File: src/rtl/panel_key_arbiter_pkg.sv
// Shared definitions for the PDP-8/I front-panel key arbiter:
// key indices, default masks and the grant FSM state type.
package panel_pkg;

  localparam int unsigned KEY_STOP     = 0;
  localparam int unsigned KEY_CONT     = 1;
  localparam int unsigned KEY_START    = 2;
  localparam int unsigned KEY_LOAD_ADD = 3;
  localparam int unsigned KEY_DEP      = 4;
  localparam int unsigned KEY_EXAM     = 5;

  localparam int unsigned NKEYS_DEFAULT = 6;

  // Only STOP is honoured while the CPU runs; DEP/EXAM may auto-repeat.
  localparam logic [5:0] RUN_MASK_DEFAULT    = 6'(1 << KEY_STOP);
  localparam logic [5:0] REPEAT_MASK_DEFAULT = 6'((1 << KEY_DEP) | (1 << KEY_EXAM));

  typedef enum logic [1:0] {
    IDLE,
    REQ,
    RELEASE
  } panel_state_e;

endpackage

File: src/rtl/panel_key_arbiter_if.sv
// Key-operation request handshake between the panel arbiter (master)
// and the CPU manual-function sequencer (slave).
interface panel_key_arbiter_if
  import panel_pkg::*;
#(
  parameter int unsigned NKEYS = NKEYS_DEFAULT
);

  logic                     req_valid;
  logic [$clog2(NKEYS)-1:0] req_key;
  logic                     req_ack;

  modport master (output req_valid, output req_key, input req_ack);
  modport slave  (input req_valid, input req_key, output req_ack);

endinterface

File: src/rtl/panel_key_arbiter_debounce.sv
// Single-key up/down-counter debouncer with hysteresis: level rises when the
// count saturates at DEBOUNCE_CYCLES and falls only when it decays to zero.
module panel_key_arbiter_debounce #(
  parameter int unsigned DEBOUNCE_CYCLES = 5000000
) (
  input  logic clk,
  input  logic rst,
  input  logic sample,
  output logic level
);

  localparam int unsigned    CW   = $clog2(DEBOUNCE_CYCLES + 1);
  localparam logic [CW-1:0]  CMAX = CW'(DEBOUNCE_CYCLES);

  logic [CW-1:0] cnt;
  logic [CW-1:0] cnt_n;

  always_comb begin
    cnt_n = cnt;
    if (sample && cnt != CMAX)
      cnt_n = cnt + 1'b1;
    else if (!sample && cnt != '0)
      cnt_n = cnt - 1'b1;
  end

  always_ff @(posedge clk) begin
    if (rst) begin
      cnt   <= '0;
      level <= 1'b0;
    end else begin
      cnt <= cnt_n;
      if (cnt_n == CMAX)
        level <= 1'b1;
      else if (cnt_n == '0)
        level <= 1'b0;
    end
  end

endmodule

File: src/rtl/panel_key_arbiter.sv
// Front-panel momentary-key arbiter: synchronise, debounce, grant one key
// press at a time, then lock out until all keys release.
// Optional auto-repeat of a held key: define PANEL_KEY_AUTOREPEAT_EN.
module panel_key_arbiter
  import panel_pkg::*;
#(
  parameter int unsigned      NKEYS           = NKEYS_DEFAULT,
  parameter int unsigned      DEBOUNCE_CYCLES = 5000000,
  parameter logic [NKEYS-1:0] RUN_MASK        = RUN_MASK_DEFAULT
`ifdef PANEL_KEY_AUTOREPEAT_EN
  ,
  parameter int unsigned      REPEAT_CYCLES   = 25000000,
  parameter logic [NKEYS-1:0] REPEAT_MASK     = REPEAT_MASK_DEFAULT
`endif
) (
  input  logic               clk,
  input  logic               rst,
  input  logic [NKEYS-1:0]   key_raw,
  input  logic               run,
  panel_key_arbiter_if.master req,
  output logic               lockout,
  output logic [NKEYS-1:0]   key_db
);

  localparam int unsigned KW = $clog2(NKEYS);

  logic [NKEYS-1:0] sync1, sync2, key_db_q;
  logic [NKEYS-1:0] press, elig;
  panel_state_e     state, state_n;
  logic             valid_r, valid_n, lock_n;
  logic [KW-1:0]    key_r, key_n;

  for (genvar g = 0; g < NKEYS; g++) begin : g_db
    panel_key_arbiter_debounce #(
      .DEBOUNCE_CYCLES(DEBOUNCE_CYCLES)
    ) u_db (
      .clk    (clk),
      .rst    (rst),
      .sample (sync2[g]),
      .level  (key_db[g])
    );
  end

  assign press = key_db & ~key_db_q;
  assign elig  = press & (run ? RUN_MASK : '1);

`ifdef PANEL_KEY_AUTOREPEAT_EN
  localparam int unsigned RW = $clog2(REPEAT_CYCLES + 1);

  logic [RW-1:0] rep_cnt;
  logic          rep_hold, rep_fire;

  // Exactly the last granted key held alone, and that key is repeatable.
  assign rep_hold = (state == RELEASE) && (key_db == (NKEYS'(1) << key_r)) && REPEAT_MASK[key_r];
  assign rep_fire = rep_hold && (rep_cnt == RW'(REPEAT_CYCLES - 1));

  always_ff @(posedge clk) begin
    if (rst || !rep_hold || (key_db != key_db_q) || rep_fire)
      rep_cnt <= '0;
    else
      rep_cnt <= rep_cnt + 1'b1;
  end
`endif

  always_comb begin
    state_n = state;
    valid_n = valid_r;
    key_n   = key_r;
    lock_n  = lockout;
    unique case (state)
      IDLE: begin
        if (elig != '0) begin
          // Descending scan so the lowest set index wins.
          for (int unsigned i = NKEYS; i > 0; i--)
            if (elig[i-1]) key_n = KW'(i - 1);
          valid_n = 1'b1;
          state_n = REQ;
        end
      end
      REQ: begin
        if (req.req_ack) begin
          valid_n = 1'b0;
          lock_n  = 1'b1;
          state_n = RELEASE;
        end
      end
      RELEASE: begin
        if (key_db == '0) begin
          lock_n  = 1'b0;
          state_n = IDLE;
        end
`ifdef PANEL_KEY_AUTOREPEAT_EN
        else if (rep_fire) begin
          valid_n = 1'b1;
          lock_n  = 1'b0;
          state_n = REQ;
        end
`endif
      end
      default: state_n = IDLE;
    endcase
  end

  always_ff @(posedge clk) begin
    if (rst) begin
      sync1    <= '0;
      sync2    <= '0;
      key_db_q <= '0;
      state    <= IDLE;
      valid_r  <= 1'b0;
      key_r    <= '0;
      lockout  <= 1'b0;
    end else begin
      sync1    <= key_raw;
      sync2    <= sync1;
      key_db_q <= key_db;
      state    <= state_n;
      valid_r  <= valid_n;
      key_r    <= key_n;
      lockout  <= lock_n;
    end
  end

  assign req.req_valid = valid_r;
  assign req.req_key   = key_r;

endmodule

File: src/flat_wrapper.sv
// flat-port wrapper written by rule: the top's interface ports become plain ports
module panel_key_arbiter_flat import panel_pkg::*;
#(
  parameter int unsigned      NKEYS           = NKEYS_DEFAULT,
  parameter int unsigned      DEBOUNCE_CYCLES = 5000000,
  parameter logic [NKEYS-1:0] RUN_MASK        = RUN_MASK_DEFAULT

)
  (clk, rst, key_raw, run, lockout, key_db, req_req_valid, req_req_key, req_req_ack);
  panel_key_arbiter_if #(.NKEYS(NKEYS)) req_i ();
  input  logic clk;
  input  logic rst;
  input  logic [NKEYS-1:0] key_raw;
  input  logic run;
  output logic lockout;
  output logic [NKEYS-1:0] key_db;
  output wire logic [$bits(req_i.req_valid)-1:0] req_req_valid;
  output wire logic [$bits(req_i.req_key)-1:0] req_req_key;
  input wire logic [$bits(req_i.req_ack)-1:0] req_req_ack;
  assign req_req_valid = req_i.req_valid;
  assign req_req_key = req_i.req_key;
  assign req_i.req_ack = req_req_ack;
  panel_key_arbiter #(.NKEYS(NKEYS), .DEBOUNCE_CYCLES(DEBOUNCE_CYCLES), .RUN_MASK(RUN_MASK)) u_core (.clk(clk), .rst(rst), .key_raw(key_raw), .run(run), .req(req_i), .lockout(lockout), .key_db(key_db));
endmodule
File: config.mk
export PLATFORM = sky130hd
export DESIGN_NAME = panel_key_arbiter_flat
export DESIGN_NICKNAME = d
export VERILOG_FILES = /design/src/rtl/panel_key_arbiter_pkg.sv /design/src/rtl/panel_key_arbiter_if.sv /design/src/rtl/panel_key_arbiter_debounce.sv /design/src/rtl/panel_key_arbiter.sv /design/src/flat_wrapper.sv
export SDC_FILE = /design/constraint.sdc
export NUM_CORES = 1
export LEC_CHECK = 0
export ABC_AREA = 1
export CAP_MARGIN = 20
export CORE_ASPECT_RATIO = 0.9
export CORE_MARGIN = 1.5
export CORE_UTILIZATION = 50
export CTS_CLUSTER_SIZE = 16
export DETAILED_ROUTE_END_ITERATION = 7
export DONT_BUFFER_PORTS = 1
export MAX_ROUTING_LAYER = met4
export PLACE_DENSITY = 0.62
export SLEW_MARGIN = 25
export SYNTH_ARGS = -nofsm -noshare
export SYNTH_HDL_FRONTEND = slang
export SYNTH_HIERARCHICAL = 1
export SYNTH_SLANG_ARGS = --single-unit
File: constraint.sdc
create_clock -name clk -period 2.22 [get_ports clk]
set_clock_uncertainty 0.1 [all_clocks]
set_input_delay 0.555 -clock clk [delete_from_list [all_inputs] [get_ports clk]]
set_output_delay 0.555 -clock clk [all_outputs]
set_load 0.005 [all_outputs]
# Word level (Yosys, flattened, before mapping)
# Cells that the tools add are included.
# totals
register_bits	169
out_inout_bits	11
# classes
addsub	12
n_eq_ne	17
muxes	41
n_bitwise	3
n_reduce_logical	45
# ops
op	count
23-bit two-way mux	12
23-bit by 1-bit adder with 23-bit output, second input constant	6
23-bit equality test, second input constant	6
23-bit logical NOT	6
23-bit != test, second input constant	6
23-bit nonzero test	6
23-bit by 1-bit subtractor with 23-bit output, second input constant	6
3-bit two-way mux	6
1-bit two-way mux	16
2-bit nonzero test	8
6-bit AND	2
1-bit logical AND	12
3-bit AND reduction	3
1-bit logical NOT	6
6-bit logical NOT	1
2-bit two-way mux	3
6-bit two-way mux	1
6-bit NOT	1
2-bit one-hot mux with 3 select lines	1
6-bit nonzero test	1
2-bit by 1-bit != test with 1-bit output, second input constant	2
1-bit one-hot mux with 2 select lines	2
2-bit by 1-bit equality test with 1-bit output, second input constant	1
2-bit equality test, second input constant	1
other kinds (3)	3

# Depth between registers and ports, before layout
# Gate-level depths: netlist (run 1).
# depth
ltp_word	9
ltp_mapped	18
depth_no_buf	17

# Hierarchy
# The synthesis (run 1) kept the hierarchy.
# modules_own_cells
mod	n_inst	cells_each	area_per_inst_um2	seq_area_each_um2
panel_key_arbiter_debounce (u_core.g_db[1].u_db ...)	4	460	2632.5	480.5
panel_key_arbiter_debounce (u_core.g_db[0].u_db ...)	2	445	2463.6	480.5
panel_key_arbiter	1	119	933.4	500.5

# Worst setup path before layout (run 1)
# Ideal clock, no wire load.
# synth_timing
path_kind	register to register
from	register u_core.g_db[0].u_db.cnt[0]
to	register u_core.g_db[0].u_db.level
arrival_ns	1.840
setup_slack_ns	0.167
stages_incl_launch_ff	19
path_buffers	1
synth_period_minus_slack_ns	2.053
cell_sequence	dfxtp_1 inv_1 ha_1 nand2_2 nor2_4 nand3_4 nand2_4 inv_4 buf_6 nand2_1 nand2_1 inv_2 nand3_1 nor2_1 nand2_1 nor2_1 nand2_1 nand2_1 a21oi_2
# synth_via
elab_chain_len	6
elab_cells_between_ends	12
cone_classes	add/sub (2); eq/ne (2); mux (3); reduce/logical (5)
# synth_rtl
item	line	source
from (decl)	panel_key_arbiter_debounce.sv:15	logic [CW-1:0] cnt;
from (signal assigned)	panel_key_arbiter_debounce.sv:31	cnt <= cnt_n;
branches (longest 3 deep; another with 23-bit by 1-bit subtractor with 23-bit output)	n/a	
23-bit two-way mux (*)	panel_key_arbiter_debounce.sv:20	if (sample && cnt != CMAX)
23-bit equality test or 23-bit logical NOT (tied branches)	panel_key_arbiter_debounce.sv:32, panel_key_arbiter_debounce.sv:34	
1-bit two-way mux or 2-bit nonzero test (tied branches)	n/a	
to (signal assigned)	panel_key_arbiter_debounce.sv:29	level <= 1'b0;
to (signal assigned)	panel_key_arbiter_debounce.sv:33	level <= 1'b1;
to (signal assigned)	panel_key_arbiter_debounce.sv:35	level <= 1'b0;
to (decl)	panel_key_arbiter_debounce.sv:9	output logic level
# Every way passes the cells marked *.
# A chain may end at the register's enable or synchronous reset.

# Final worst setup path (run 1)
# layout_timing
from	register u_core.g_db[5].u_db.cnt[14]
to	register u_core.g_db[5].u_db.level
# layout_via
elab_chain_len	6
elab_cells_between_ends	12
cone_classes	add/sub (2); eq/ne (2); mux (3); reduce/logical (5)
# layout_rtl
item	line
from (decl)	panel_key_arbiter_debounce.sv:15
from (signal assigned)	panel_key_arbiter_debounce.sv:31
branches (longest 3 deep; another with 23-bit by 1-bit subtractor with 23-bit output)	n/a
23-bit two-way mux (*)	panel_key_arbiter_debounce.sv:20
23-bit equality test or 23-bit logical NOT (tied branches)	panel_key_arbiter_debounce.sv:32, panel_key_arbiter_debounce.sv:34
1-bit two-way mux or 2-bit nonzero test (tied branches)	n/a
to (signal assigned)	panel_key_arbiter_debounce.sv:29
to (signal assigned)	panel_key_arbiter_debounce.sv:33
to (signal assigned)	panel_key_arbiter_debounce.sv:35
to (decl)	panel_key_arbiter_debounce.sv:9
# Marked as above.

==> results.cfg, run 1 <==
[routing]
drt_wl_total_um = 55800
wl_per_cell_um = 15.5
drtIter0Drc = 1571
num_vias = 19000
drt_pass1_iterations = 8
viasPerCell = 5.28
drc = 2
drtAntennaViolNets = 0

[timing]
period_share = 1.00
period_needed_ns = 2.22
rsz0062_at_grt = yes
setup_violations = 1
slew_viol_final = 0
fmax_ghz = 0.450
whs_ns = 0.0615
maxSlewHeadroom = 0.732
report.final.hold_viol_count = 0
worst_pin_slew_ns = 0.401
fin_ws_ns = -0.00412

[yosys]
netlist_area_um2 = 16400
synth_area_leaders = nand2_1 24%, dfxtp_1 21%, nor2_1 11%
syn_nets = 2877
yosysTopAreaCell = nand2_1
yosysSeqAreaShare = 0.206
async_reset_ff_frac = 0
ys_seq_elements = 169
synth-edff-count = 0
netlist_instances = 2849
yosysTopAreaCellShare = 0.237
yosysWarnings = 6
synth_flop_cell = dfxtp_1
ys_types = 36
syn_area_per_cell_um2 = 5.75

[placed_design]
routabilityCongestion = 1.04
dpl.hpwl_um = 42000
io_buffers = 0
dpl-instance-area_um2 = 18600

[pwr]
vdd_drop_max_mv = 0.866
power_w = 0.0368
power_density_nw_per_um2 = 1740
p_leak_nw = 10.3

[grt]
overflow = 0
grt_pass1_vias = 17800
grt_max_degree = 168
antenna_found_initial = 0
gr-usage-all-layers = 0.331
grt_pass1_wl_um = 88300

[clocking]
path_clk_slew_ns = 0.07
numCtsBuffers = 17
clk-insertion-delay-late_ns = 0.46
clock_path_buffers = 2
hold_buffers = 0
cts.sinks = 169
cts_root_buf = clkbuf_16
htree_levels = 4
cts_tree = done

[worst_setup_path]
startpoint_type = flop
critPathArrivalTime_ns = 2.47
worst-path-max-fanout = 10
critPathRequiredTime_ns = 2.46
critical_path_class = flop to flop
critPathCaptureType = flop

[floorplanning]
die_x_um = 194
ios = 21
die_area_um2 = 33900
rows = 62
die_h_um = 175
core_um2 = 32100
floorplan.initialDensity = 0.510

[cells_and_area]
finish.utilization = 0.660
antenna_cells = 0
postLayoutCellArea_um2 = 21200
layout-drive-gt1-share = 0.313
area_growth_pct = 29.4
nets = 3196

[status]
violations = DRC, setup timing
status = complete, but fails checks

[flow_run]
cap_violations = 0

[hold_path]
min_path_type = input pin to flop
metal layers:
metal	vias up	share of wire	global-route usage
li1	9519	-	-
met5	-	0	-
met4	0	0.044	0.138
met3	171	0.061	0.0490
met2	704	0.47	0.552
met1	8607	0.43	0.401
kinds of logic (layout without fill, tap and decap cells):
family / after synthesis / in the layout / synth area share
simple gates: 2056 / 2056 / 0.573
fa+ha+maj: 18 / 18 / 0.0137
xor+xnor: 108 / 108 / 0.0577
flops: 169 / 169 / 0.206
compound gates: 136 / 136 / 0.0444
buf+inv: 362 / 693 / 0.104
power by group:
group / internal (W) / leakage (nW) / total, W / switching (W)
Combinational: 0.0109 / 8.56 / 0.0275 / 0.0165
Clock: 0.00169 / 0.280 / 0.00310 / 0.00141
Sequential: 0.00435 / 1.43 / 0.00624 / 0.00189
Total: 0.0170 / 10.3 / 0.0368 / 0.0198
stage by stage:
stage | std cells | TNS, ns | worst slack [ns]
final | 3596 | -0.00412 | -0.00412
after global routing | 3596 | -0.655 | -0.142
after CTS | 3541 | -0.0228 | -0.0228
after detailed placement | 3494 | -0.722 | -0.244
after global placement | 3494 | -0.576 | -0.276
after floorplan | 2849 | 0 | 0.167
path summary, 6_finish.rpt:
kind | from | endpoint | slack [ns] | cells after the start
hold / removal | rst | u_core/g_db[5].u_db/cnt[14]$_SDFF_PP0_ | 0.06 | 1
setup / recovery | u_core/g_db[5].u_db/cnt[14]$_SDFF_PP0_ | u_core/g_db[5].u_db/level$_SDFFE_PP0P_ | -0.004 | 16
hold reg to reg | u_core/sync1[5]$_SDFF_PP0_ | u_core/sync2[5]$_SDFF_PP0_ | 0.30 | 2
setup reg to reg | u_core/g_db[5].u_db/cnt[14]$_SDFF_PP0_ | u_core/g_db[5].u_db/level$_SDFFE_PP0P_ | -0.004 | 16
final cells by class:
type	instances	area (um2)
Tap cell	416	520
Timing Repair Buffer	362	2890
Inverter	298	1240
Timing Repair inverter	2	17.5
Multi-Input combinational cell	2318	12400
Fill cell	3000	10900
Clock inverter	13	145
Clock buffer	18	439
Sequential cell	169	3600
cells in the mapped netlist, types with 8 or more instances:
| master | count |
|---|---|
| a21oi_1 | 92 |
| buf_2 | 10 |
| buf_4 | 12 |
| buf_6 | 20 |
| buf_8 | 8 |
| clkbuf_1 | 14 |
| dfxtp_1 | 169 |
| ha_1 | 18 |
| inv_1 | 257 |
| inv_2 | 26 |
| inv_6 | 10 |
| nand2_1 | 1037 |
| nand2_2 | 71 |
| nand2_4 | 10 |
| nand2_8 | 8 |
| nand3_1 | 216 |
| nand3_4 | 10 |
| nand3b_1 | 14 |
| nand4_1 | 65 |
| nor2_1 | 469 |
| nor2_2 | 48 |
| nor2_4 | 50 |
| nor3_1 | 35 |
| nor3_2 | 13 |
| o21ai_0 | 24 |
| xor2_1 | 102 |
placed cells by master (no fill, tap or decap), types with 21 or more instances in the layout:
| cell | instances |
|---|---|
| inv_1 | 232 |
| a21oi_1 | 91 |
| inv_2 | 43 |
| nand3_2 | 24 |
| nor2_1 | 383 |
| dfxtp_4 | 34 |
| buf_4 | 337 |
| nor2_2 | 95 |
| nand3_1 | 192 |
| nor2_4 | 89 |
| dfxtp_2 | 70 |
| nor3_1 | 26 |
| nand4_1 | 65 |
| dfxtp_1 | 65 |
| nand2_1 | 973 |
| xor2_1 | 100 |
| nand2_2 | 122 |
| nand2_4 | 21 |
repair_timing:
item	CTS	global route
setup buffers	17	52
gates cloned	0	3
setup endpoints to repair	6	6
pin swaps	26	129
gates resized for setup	88	408
registers in the layout, summed over array words and instances, names as in the netlist:
register,count
u_core/lockout,1
u_core/key_db_q,6
u_core/g_db.u_db/level,6
u_core/sync2,6
u_core/g_db.u_db/cnt,138
u_core/state,2
u_core/sync1,6
u_core/req.req_key,3
u_core/req.req_valid,1
worst max-delay path, stage by stage, from the launching register on:
cell and delay (ns):
dfxtp_4 0.39, inv_2 0.05, nor2_1 0.12, nand2_2 0.09
nor2_4 0.10, nand3_2 0.13, nand2_4 0.15, clkinv_8 0.10
buf_12 0.13, nand2_2 0.06, nand2_1 0.11, nor2_2 0.21
nand3_1 0.10, nor2_1 0.10, nand2_1 0.06, nand2_1 0.07
a21oi_2 0.05
No activity file was read; power rests on OpenSTA's default activity.
==> inputs of run 2 (changes only) <==
--- a/config.mk
+++ b/config.mk
@@ -10,6 +10,7 @@
 export CORE_ASPECT_RATIO = 0.9
 export CORE_MARGIN = 1.5
 export CORE_UTILIZATION = 50
+export CTS_BUF_LIST = sky130_fd_sc_hd__clkbuf_16
 export CTS_CLUSTER_SIZE = 16
 export DETAILED_ROUTE_END_ITERATION = 7
 export DONT_BUFFER_PORTS = 1
==> results.cfg, run 2 (synthesized netlist as in run 1, its figures left out) <==
[timing]
fmax_ghz = 0.448
period_needed_ns = 2.23
setup_violations = 2
fin_ws_ns = -0.0141
report.final.hold_viol_count = 0
period_share = 1.01
maxSlewHeadroom = 0.745
worst_pin_slew_ns = 0.382
rsz0062_at_grt = yes
slew_viol_final = 0

[worst_setup_path]
r2r_setup_slack_ns = -0.01
critPathCaptureType = flop
crit_chain = inv_2 > ha_2 > nand2_2 > inv_2 > nand2_1 > nor2_1 > nand4_1 > nand2_1 > nand2_1 > nand2_1 > nand2_1 > inv_1 > nand2_1 > nor2_2 > nand3_1 > a21oi_2
critPathRequiredTime_ns = 2.51
worst-path-max-fanout = 5
crit_top_cell = nand2_1
critical_path_class = flop to flop
cp_slowest_stage_delay_ns = 0.36
r2r-start = u_core/g_db[2].u_db/cnt[1]$_SDFF_PP0_
r2r_cells = 16
slowest_stage = dfxtp_4
critPathArrivalTime_ns = 2.53
r2r-end = u_core/g_db[2].u_db/level$_SDFFE_PP0P_
startpoint_type = flop

[floorplanning]
ios = 21
rows = 62
core_um2 = 32100
die_x_um = 194
die_area_um2 = 33900
floorplan.initialDensity = 0.510
die_h_um = 175

[clocking]
clk-insertion-delay-late_ns = 0.46
cts_tree = done
path_clk_slew_ns = 0.07
cts_root_buf = clkbuf_16
numCtsBuffers = 17
cts.sinks = 169
clock_path_buffers = 2
htree_levels = 4

[hold_path]
min_to = u_core/g_db[5].u_db/cnt[14]$_SDFF_PP0_
holdCritStartpoint = rst
min_path_type = input pin to flop
min_path_cells = 1

[cells_and_area]
layout_common_cells = 972 x nand2_1, 383 x nor2_1, 336 x buf_4, 230 x inv_1, 191 x nand3_1
antenna_cells = 0
fillCellCount = 2990
largest_register = u_core/g_db.u_db/cnt
layout_commonest_cell = nand2_1
area_growth_pct = 29.5
largest_reg_flops = 138
finish.utilization = 0.661
nets = 3197
layout-drive-gt1-share = 0.313

[flow_run]
cap_violations = 0

[grt]
grt_max_degree = 168
grt_pass1_wl_um = 88200
antenna_found_initial = 0
overflow = 0
gr-usage-all-layers = 0.331
grt_pass1_vias = 17800

[routing]
viasPerCell = 5.25
num_vias = 18900
drt_pass1_iterations = 8
drc = 2
drtIter0Drc = 1539
drt_wl_total_um = 55700
drtAntennaViolNets = 0
wl_per_cell_um = 15.5

[status]
violations = DRC, setup timing
status = complete, but fails checks

[pwr]
p_leak_nw = 10.3
power_w = 0.0368
power_density_nw_per_um2 = 1730
vdd_drop_max_mv = 0.871

[placed_design]
dpl.hpwl_um = 42000
pre_cts_slack_ns = -0.244
io_buffers = 0
routabilityCongestion = 1.04
==> run 2: how the worst max path moves through the flow <==
stage	from	endpoint	slack, ns
6_report	u_core/g_db[2].u_db/cnt[1]$_SDFF_PP0_	u_core/g_db[2].u_db/level$_SDFFE_PP0P_	-0.01
4_1_cts	u_core/g_db[2].u_db/cnt[1]$_SDFF_PP0_	u_core/g_db[2].u_db/level$_SDFFE_PP0P_	-0.02
2_1_floorplan	u_core/g_db[0].u_db/cnt[0]$_SDFF_PP0_	u_core/g_db[0].u_db/level$_SDFFE_PP0P_	0.17
3_3_place_gp	u_core/g_db[2].u_db/cnt[3]$_SDFF_PP0_	u_core/g_db[2].u_db/level$_SDFFE_PP0P_	-0.28
3_5_place_dp	u_core/g_db[2].u_db/cnt[6]$_SDFF_PP0_	u_core/g_db[2].u_db/level$_SDFFE_PP0P_	-0.24
5_1_grt	u_core/g_db[5].u_db/cnt[14]$_SDFF_PP0_	u_core/g_db[5].u_db/level$_SDFFE_PP0P_	-0.14
==> run 2: critical path, delay by kind of cell, from the launching register on <==
family,cells,cell delay (ns)
and+or+nand+nor,11,1.11
adders and majority gates,1,0.22
AOI/OAI and AO/OA,1,0.12
DFF,1,0.36
buffers and inverters,3,0.28
==> run 2: layer usage <==
| metal | global-route usage | vias to the layer above | wire, um |
|---|---|---|---|
| met1 | 0.399 | 8577 | 23900 |
| met4 | 0.140 | 0 | 2360 |
| li1 | - | 9515 | - |
| met5 | - | - | 0 |
| met2 | 0.551 | 653 | 26200 |
| met3 | 0.0502 | 151 | 3310 |
==> run 2: report_power, final <==
| part | internal (W) | leakage, nW | total, W | switching (W) |
|---|---|---|---|---|
| clock | 0.00166 | 0.274 | 0.00307 | 0.00141 |
| combinational | 0.0110 | 8.57 | 0.0275 | 0.0166 |
| sequential | 0.00435 | 1.43 | 0.00623 | 0.00188 |
| total | 0.0170 | 10.3 | 0.0368 | 0.0198 |
==> run 2: area by class of cell <==
cell class              count  area (um2)  share of cell area
clock buffers              17         425              0.0200
clock inverters            14         149             0.00701
repair buffers            363        2910               0.137
repair inverters            2        17.5            0.000825
well taps                 416         520              0.0245
inverters                 298        1240              0.0582
flip-flops and latches    169        3600               0.170
multi-input cells        2318       12400               0.583
==> run 2: timing repair <==
item / in CTS / in global routing
cloned: 0 / 3
endpoints found under the setup margin: 6 / 6
hold buffers: 0 / 0
gates resized for setup: 88 / 414
setup buffers: 17 / 53
pin swaps: 26 / 131
==> run 2: per-stage QoR <==
| stage | area, um2 | cells | hold slack [ns] | TNS, ns |
|---|---|---|---|---|
| 2_1_floorplan | 16400 | 2849 | 0.288 | 0 |
| 3_5_place_dp | 18600 | 3494 | 0.292 | -0.722 |
| 5_1_grt | 21200 | 3597 | 0.0405 | -0.652 |
| 6_report | 21200 | 3597 | 0.0610 | -0.0211 |
| 4_1_cts | 19600 | 3541 | 0.0502 | -0.0228 |
| 3_3_place_gp | 18600 | 3494 | 0.291 | -0.576 |
